**config.mk**
```make
export PLATFORM = sky130hd
export DESIGN_NAME = rc4_ksa_top
export DESIGN_NICKNAME = d
export VERILOG_FILES = /design/src/rtl/rc4_ksa_top.sv
export SDC_FILE = /design/constraint.sdc
export NUM_CORES = 1
export LEC_CHECK = 0
export CORE_ASPECT_RATIO = 1.75
export CORE_MARGIN = 5
export CORE_UTILIZATION = 45
export DETAILED_ROUTE_END_ITERATION = 7
export PLACE_DENSITY_LB_ADDON = 0.2
export SLEW_MARGIN = 20
export SYNTH_ARGS = -nofsm -noshare
export SYNTH_HDL_FRONTEND = slang
export SYNTH_SLANG_ARGS = --single-unit
export TNS_END_PERCENT = 1
```
**constraint.sdc**
```tcl
create_clock -name CLOCK_50 -period 3.3 [get_ports CLOCK_50]
set_clock_uncertainty 0.15 [all_clocks]
set_input_delay 0.66 -clock CLOCK_50 [delete_from_list [all_inputs] [get_ports CLOCK_50]]
set_output_delay 0.66 -clock CLOCK_50 [all_outputs]
set_load 0.01 [all_outputs]
```
**src/rtl/rc4_ksa_top.sv**
```systemverilog
// RC4 key-scheduling board top: fills S[i]=i, then permutes S with a key latched from SW.
// Optional build macro KSA_READBACK_EN adds rb_addr/rb_data to read S once scheduling is done.
module rc4_ksa_top #(
    parameter int KEY_BYTES = 3,
    parameter int MEM_DEPTH = 256
) (
    input  logic       CLOCK_50,
    input  logic       reset,
    input  logic [3:0] KEY,
    input  logic [9:0] SW,
    output logic [9:0] LEDR,
    output logic [6:0] HEX0,
    output logic [6:0] HEX1,
    output logic [6:0] HEX2,
    output logic [6:0] HEX3,
    output logic [6:0] HEX4,
    output logic [6:0] HEX5
`ifdef KSA_READBACK_EN
    ,
    input  logic [7:0] rb_addr,
    output logic [7:0] rb_data
`endif
);

    typedef enum logic [3:0] {
        ST_INIT   = 4'd0,
        ST_RD_I   = 4'd1,
        ST_WAIT_I = 4'd2,
        ST_CALC   = 4'd3,
        ST_RD_J   = 4'd4,
        ST_WAIT_J = 4'd5,
        ST_WR_I   = 4'd6,
        ST_WR_J   = 4'd7,
        ST_DONE   = 4'd8
    } state_t;

    localparam logic [1:0] KIDX_LAST = 2'(KEY_BYTES - 1);

    function automatic logic [6:0] seg7(input logic [3:0] d);
        logic [6:0] s;
        case (d)
            4'h0:    s = 7'h40;
            4'h1:    s = 7'h79;
            4'h2:    s = 7'h24;
            4'h3:    s = 7'h30;
            4'h4:    s = 7'h19;
            4'h5:    s = 7'h12;
            4'h6:    s = 7'h02;
            4'h7:    s = 7'h78;
            4'h8:    s = 7'h00;
            4'h9:    s = 7'h10;
            4'hA:    s = 7'h08;
            4'hB:    s = 7'h03;
            4'hC:    s = 7'h46;
            4'hD:    s = 7'h21;
            4'hE:    s = 7'h06;
            4'hF:    s = 7'h0E;
            default: s = 7'h7F;
        endcase
        return s;
    endfunction

    state_t      state_r, state_nxt_s;
    logic [7:0]  i_r, j_r, si_r;
    logic [1:0]  kidx_r;
    logic [23:0] key_r, key_nxt_s;
    logic        latched_r;
    logic [9:0]  led_r;
    logic [41:0] hex_r;
    logic [7:0]  kbyte_s;
    logic        mem_we_s;
    logic [7:0]  mem_addr_s, mem_wdata_s, rdata_r;
    logic [7:0]  mem_r [0:MEM_DEPTH-1];
    logic        unused_s;

    assign unused_s  = ^KEY;
    assign key_nxt_s = latched_r ? key_r : {14'b0, SW};
    assign LEDR = led_r;
    assign HEX0 = hex_r[6:0];
    assign HEX1 = hex_r[13:7];
    assign HEX2 = hex_r[20:14];
    assign HEX3 = hex_r[27:21];
    assign HEX4 = hex_r[34:28];
    assign HEX5 = hex_r[41:35];

    // Key byte selection: byte 0 is the most significant key byte.
    always_comb begin
        kbyte_s = key_r[7:0];
        case (kidx_r)
            2'd0:    kbyte_s = key_r[23:16];
            2'd1:    kbyte_s = key_r[15:8];
            default: kbyte_s = key_r[7:0];
        endcase
    end

    // FSM next state and memory port control.
    always_comb begin
        state_nxt_s = state_r;
        mem_we_s    = 1'b0;
        mem_addr_s  = i_r;
        mem_wdata_s = i_r;
        case (state_r)
            ST_INIT: begin
                mem_we_s = 1'b1;
                if (i_r == 8'hFF) state_nxt_s = ST_RD_I;
                else              state_nxt_s = ST_INIT;
            end
            ST_RD_I:   state_nxt_s = ST_WAIT_I;
            ST_WAIT_I: state_nxt_s = ST_CALC;
            ST_CALC:   state_nxt_s = ST_RD_J;
            ST_RD_J: begin
                mem_addr_s  = j_r;
                state_nxt_s = ST_WAIT_J;
            end
            ST_WAIT_J: begin
                mem_addr_s  = j_r;
                state_nxt_s = ST_WR_I;
            end
            ST_WR_I: begin
                // rdata_r still holds S[j] from the read issued in RD_J/WAIT_J
                mem_we_s    = 1'b1;
                mem_wdata_s = rdata_r;
                state_nxt_s = ST_WR_J;
            end
            ST_WR_J: begin
                mem_we_s    = 1'b1;
                mem_addr_s  = j_r;
                mem_wdata_s = si_r;
                if (i_r == 8'hFF) state_nxt_s = ST_DONE;
                else              state_nxt_s = ST_RD_I;
            end
            ST_DONE: begin
`ifdef KSA_READBACK_EN
                mem_addr_s = rb_addr;
`else
                mem_addr_s = i_r;
`endif
                state_nxt_s = ST_DONE;
            end
            default: state_nxt_s = ST_INIT;
        endcase
    end

    // State register, key latch and registered LED/7-seg outputs.
    always_ff @(posedge CLOCK_50) begin
        if (reset) begin
            state_r   <= ST_INIT;
            key_r     <= 24'h000000;
            latched_r <= 1'b0;
            led_r     <= 10'b0;
            hex_r     <= {6{7'h40}};
        end else begin
            state_r   <= state_nxt_s;
            key_r     <= key_nxt_s;
            latched_r <= 1'b1;
            led_r     <= {8'b0, state_nxt_s != ST_DONE, state_nxt_s == ST_DONE};
            for (int n = 0; n < 6; n++) begin
                hex_r[7*n +: 7] <= seg7(key_nxt_s[4*n +: 4]);
            end
        end
    end

    // KSA datapath: indices, key-byte index and saved S[i].
    always_ff @(posedge CLOCK_50) begin
        if (reset) begin
            i_r    <= 8'h00;
            j_r    <= 8'h00;
            si_r   <= 8'h00;
            kidx_r <= 2'd0;
        end else begin
            case (state_r)
                ST_INIT: begin
                    if (i_r == 8'hFF) begin
                        i_r    <= 8'h00;
                        j_r    <= 8'h00;
                        kidx_r <= 2'd0;
                    end else begin
                        i_r <= i_r + 8'd1;
                    end
                end
                ST_CALC: begin
                    si_r <= rdata_r;
                    j_r  <= j_r + rdata_r + kbyte_s;
                end
                ST_WR_J: begin
                    if (i_r != 8'hFF) begin
                        i_r    <= i_r + 8'd1;
                        kidx_r <= (kidx_r == KIDX_LAST) ? 2'd0 : kidx_r + 2'd1;
                    end else begin
                        i_r <= i_r;
                    end
                end
                default: i_r <= i_r;
            endcase
        end
    end

    // Single-port state memory, synchronous write, one-cycle registered read.
    always_ff @(posedge CLOCK_50) begin
        if (mem_we_s) begin
            mem_r[mem_addr_s] <= mem_wdata_s;
        end
        rdata_r <= mem_r[mem_addr_s];
    end

`ifdef KSA_READBACK_EN
    assign rb_data = (state_r == ST_DONE) ? rdata_r : 8'h00;
`endif

endmodule

```
==> reports/results.ini <==
[run_status]
outcome = finished clean

[clocking]
cts_sinks = 81
cts_buffers = 9
cts-root-buf = clkbuf_16
htree_levels = 3
cts_resized = 0
cts_hold_buffers = 0
insertion_delay_ns = 0.34
max-clock-path-buffers = 2
clkTransAtPathRegs_ns = 0.06
cts_tree = yes
cts_setup_buffers = 0

[pwr]
p_leak_nw = 1.99
p_per_area_mw_per_mm2 = 480
irDropWorstVdd_uv = 405
p_total_mw = 2.37

[route]
routed-via-count = 3366
wl_per_cell_um = 13.3
wirelength_um = 8330
firstDrtPassIters = 4
drc = 0
viasPerCell = 5.38
drt_iter0_markers = 175
antenna_left = 0

[floorplan]
num_rows = 45
io_pins = 68
die_x_um = 81.7
die_y_um = 135
coreArea_mm2 = 0.00873
fp.dieArea_mm2 = 0.0111
initial_core_util = 0.464

[sta]
max_slew_margin = 0.480
tightest_slew_ns = 0.780
fin_crit_sh = 0.792
fmax_ghz = 0.382
hold_viol = 0
setup_violations = 0
fin_tns_setup_ns = 0
period_needed_ns = 2.61
fin_hold_ws_ns = 0.339
rsz0062_at_grt = no
drv_slew = 0
final.setup.worst_slack_ns = 0.685

[worst_setup_path]
crit_path_start_kind = flip-flop
cp-end-kind = flip-flop
cp_data_required_time_ns = 3.36
crit_fanout = 36
endpoint = hex_r[17]
crit_type = reg2reg
worstPathArrival_ns = 2.67
rr_worst_depth = 6
cp-startpoint = latched_r
r2r_slack_ns = 0.69
reg2reg_to = hex_r[17]
r2r_start = latched_r

[logic_synthesis]
synth_cell_types = 56
yosysTopAreaCell = dfxtp_1
yosysSeqAreaShare = 0.400
synthCells = 461
synthFlopType = dfxtp_1
netlist_area_mm2 = 0.00405
yosysWarnings = 0
yosysMostFrequentCell = dfxtp_1
synth_edf_count = 0
synth_top_area_frac = 0.400
synth.avg_cell_area_um2 = 8.78
synth_area_leaders = dfxtp_1 40%, ha_1 11%, nor2_1 6.2%
ys_async_sr_fraction = 0
ys_ff_latch = 81
netlist_top_cells_count = 81 x dfxtp_1, 67 x nor2_1, 37 x ha_1, 36 x nand2_1, 34 x a21oi_1

[cells_and_area]
drive_gt1_frac = 0.0727
diodes = 0
final.fill_count = 768
finalInstanceArea_mm2 = 0.00494
nNetsFinal = 557
fin_util = 0.566
layout.cells.non_filler = 626
syn_to_final_growth_pct = 22.1

[worst_hold_path]
hp-class = reg2reg

[global_route]
grt_pass1_wl_um = 14100
grt_overflow = 0
antenna_found_initial = 0
grt_pass1_vias = 3235
grt_max_degree = 41
grtUsageTotal = 0.160

[place]
place_congestion = 0.902
dp_slack_ns = 0.609
io_buffers = 55
dpl.hpwl_um = 6000
placed_cell_area_mm2 = 0.00460
place_inst = 610

[job]
cap_violations = 0

[power breakdown]
group	switching, mW	internal [mW]	leakage [nW]
sequential	0.0204	1.01	0.660
combinational	0.116	0.0966	1.17
clock	0.393	0.738	0.166
[kinds of logic (layout without fill, tap and decap cells)]
logic type      after synthesis  in the layout  synth area share
simple gates                158            158             0.183
compound gates              107            107             0.170
flops                        81             81             0.400
buf+inv                      52             93            0.0655
fa+ha+maj                    37             37             0.114
mux                          21             21            0.0569
xor+xnor                      4              4           0.00865
other cells                   1              8          0.000926
[flip-flops by register name, indices dropped and copies added, names as in the netlist]
register / cells
hex_r: 42
i_r: 8
state_r: 4
key_r: 24
LEDR: 2
latched_r: 1
[worst min path at each step]
stage	start	endpoint	slack (ns)	cells after the start
floorplan	key_r[21]	hex_r[36]	0.30	2
global route	key_r[21]	hex_r[36]	0.38	2
detailed placement	key_r[21]	hex_r[36]	0.32	2
finish	key_r[21]	hex_r[36]	0.34	2
CTS	key_r[21]	hex_r[36]	0.33	2
global placement	key_r[21]	hex_r[36]	0.32	2
[cell usage in the layout (no fill, tap or decap), types with 5 or more instances in the layout]
| cell type | Yosys | routed |
|---|---|---|
| nand4_1 | 6 | 6 |
| ha_1 | 37 | 37 |
| a21oi_1 | 34 | 34 |
| o22a_1 | 5 | 5 |
| a31oi_1 | 12 | 12 |
| nor3_1 | 11 | 11 |
| a211oi_1 | 10 | 10 |
| nor2_1 | 67 | 67 |
| mux2i_1 | 14 | 14 |
| dfxtp_1 | 81 | 80 |
| inv_1 | 18 | 18 |
| clkbuf_16 | 0 | 9 |
| mux2_2 | 6 | 6 |
| and2_1 | 5 | 5 |
| conb_1 | 1 | 8 |
| nand2_1 | 36 | 36 |
| nand3_1 | 10 | 10 |
| o21ai_0 | 20 | 20 |
| clkdlybuf4s50_1 | 0 | 54 |
[layer usage]
layer	track usage	vias to the layer above	part of all wire
li1	-	1689	-
met1	0.164	1564	0.40
met2	0.289	89	0.53
met3	0.0393	24	0.047
met4	0.0850	0	0.029
met5	0	-	0
[final cells by class]
cell class              count  area, um^2  share of cell area
multi-input cells         335        2190               0.443
flip-flops and latches     81        1620               0.328
repair buffers             59         576               0.116
clock buffers               9         225              0.0456
well taps                 117         146              0.0296
clock inverters             7         116              0.0235
inverters                  18        67.6              0.0137
[worst max-delay path: stages, from the launching register on]
cell and delay [ns]:
dfxtp_2 0.84, mux2i_1 0.60, inv_1 0.13, ha_1 0.27, and3_1 0.19, a211oi_1 0.21
a211oi_1 0.08
(Power assumes the default switching activity.)
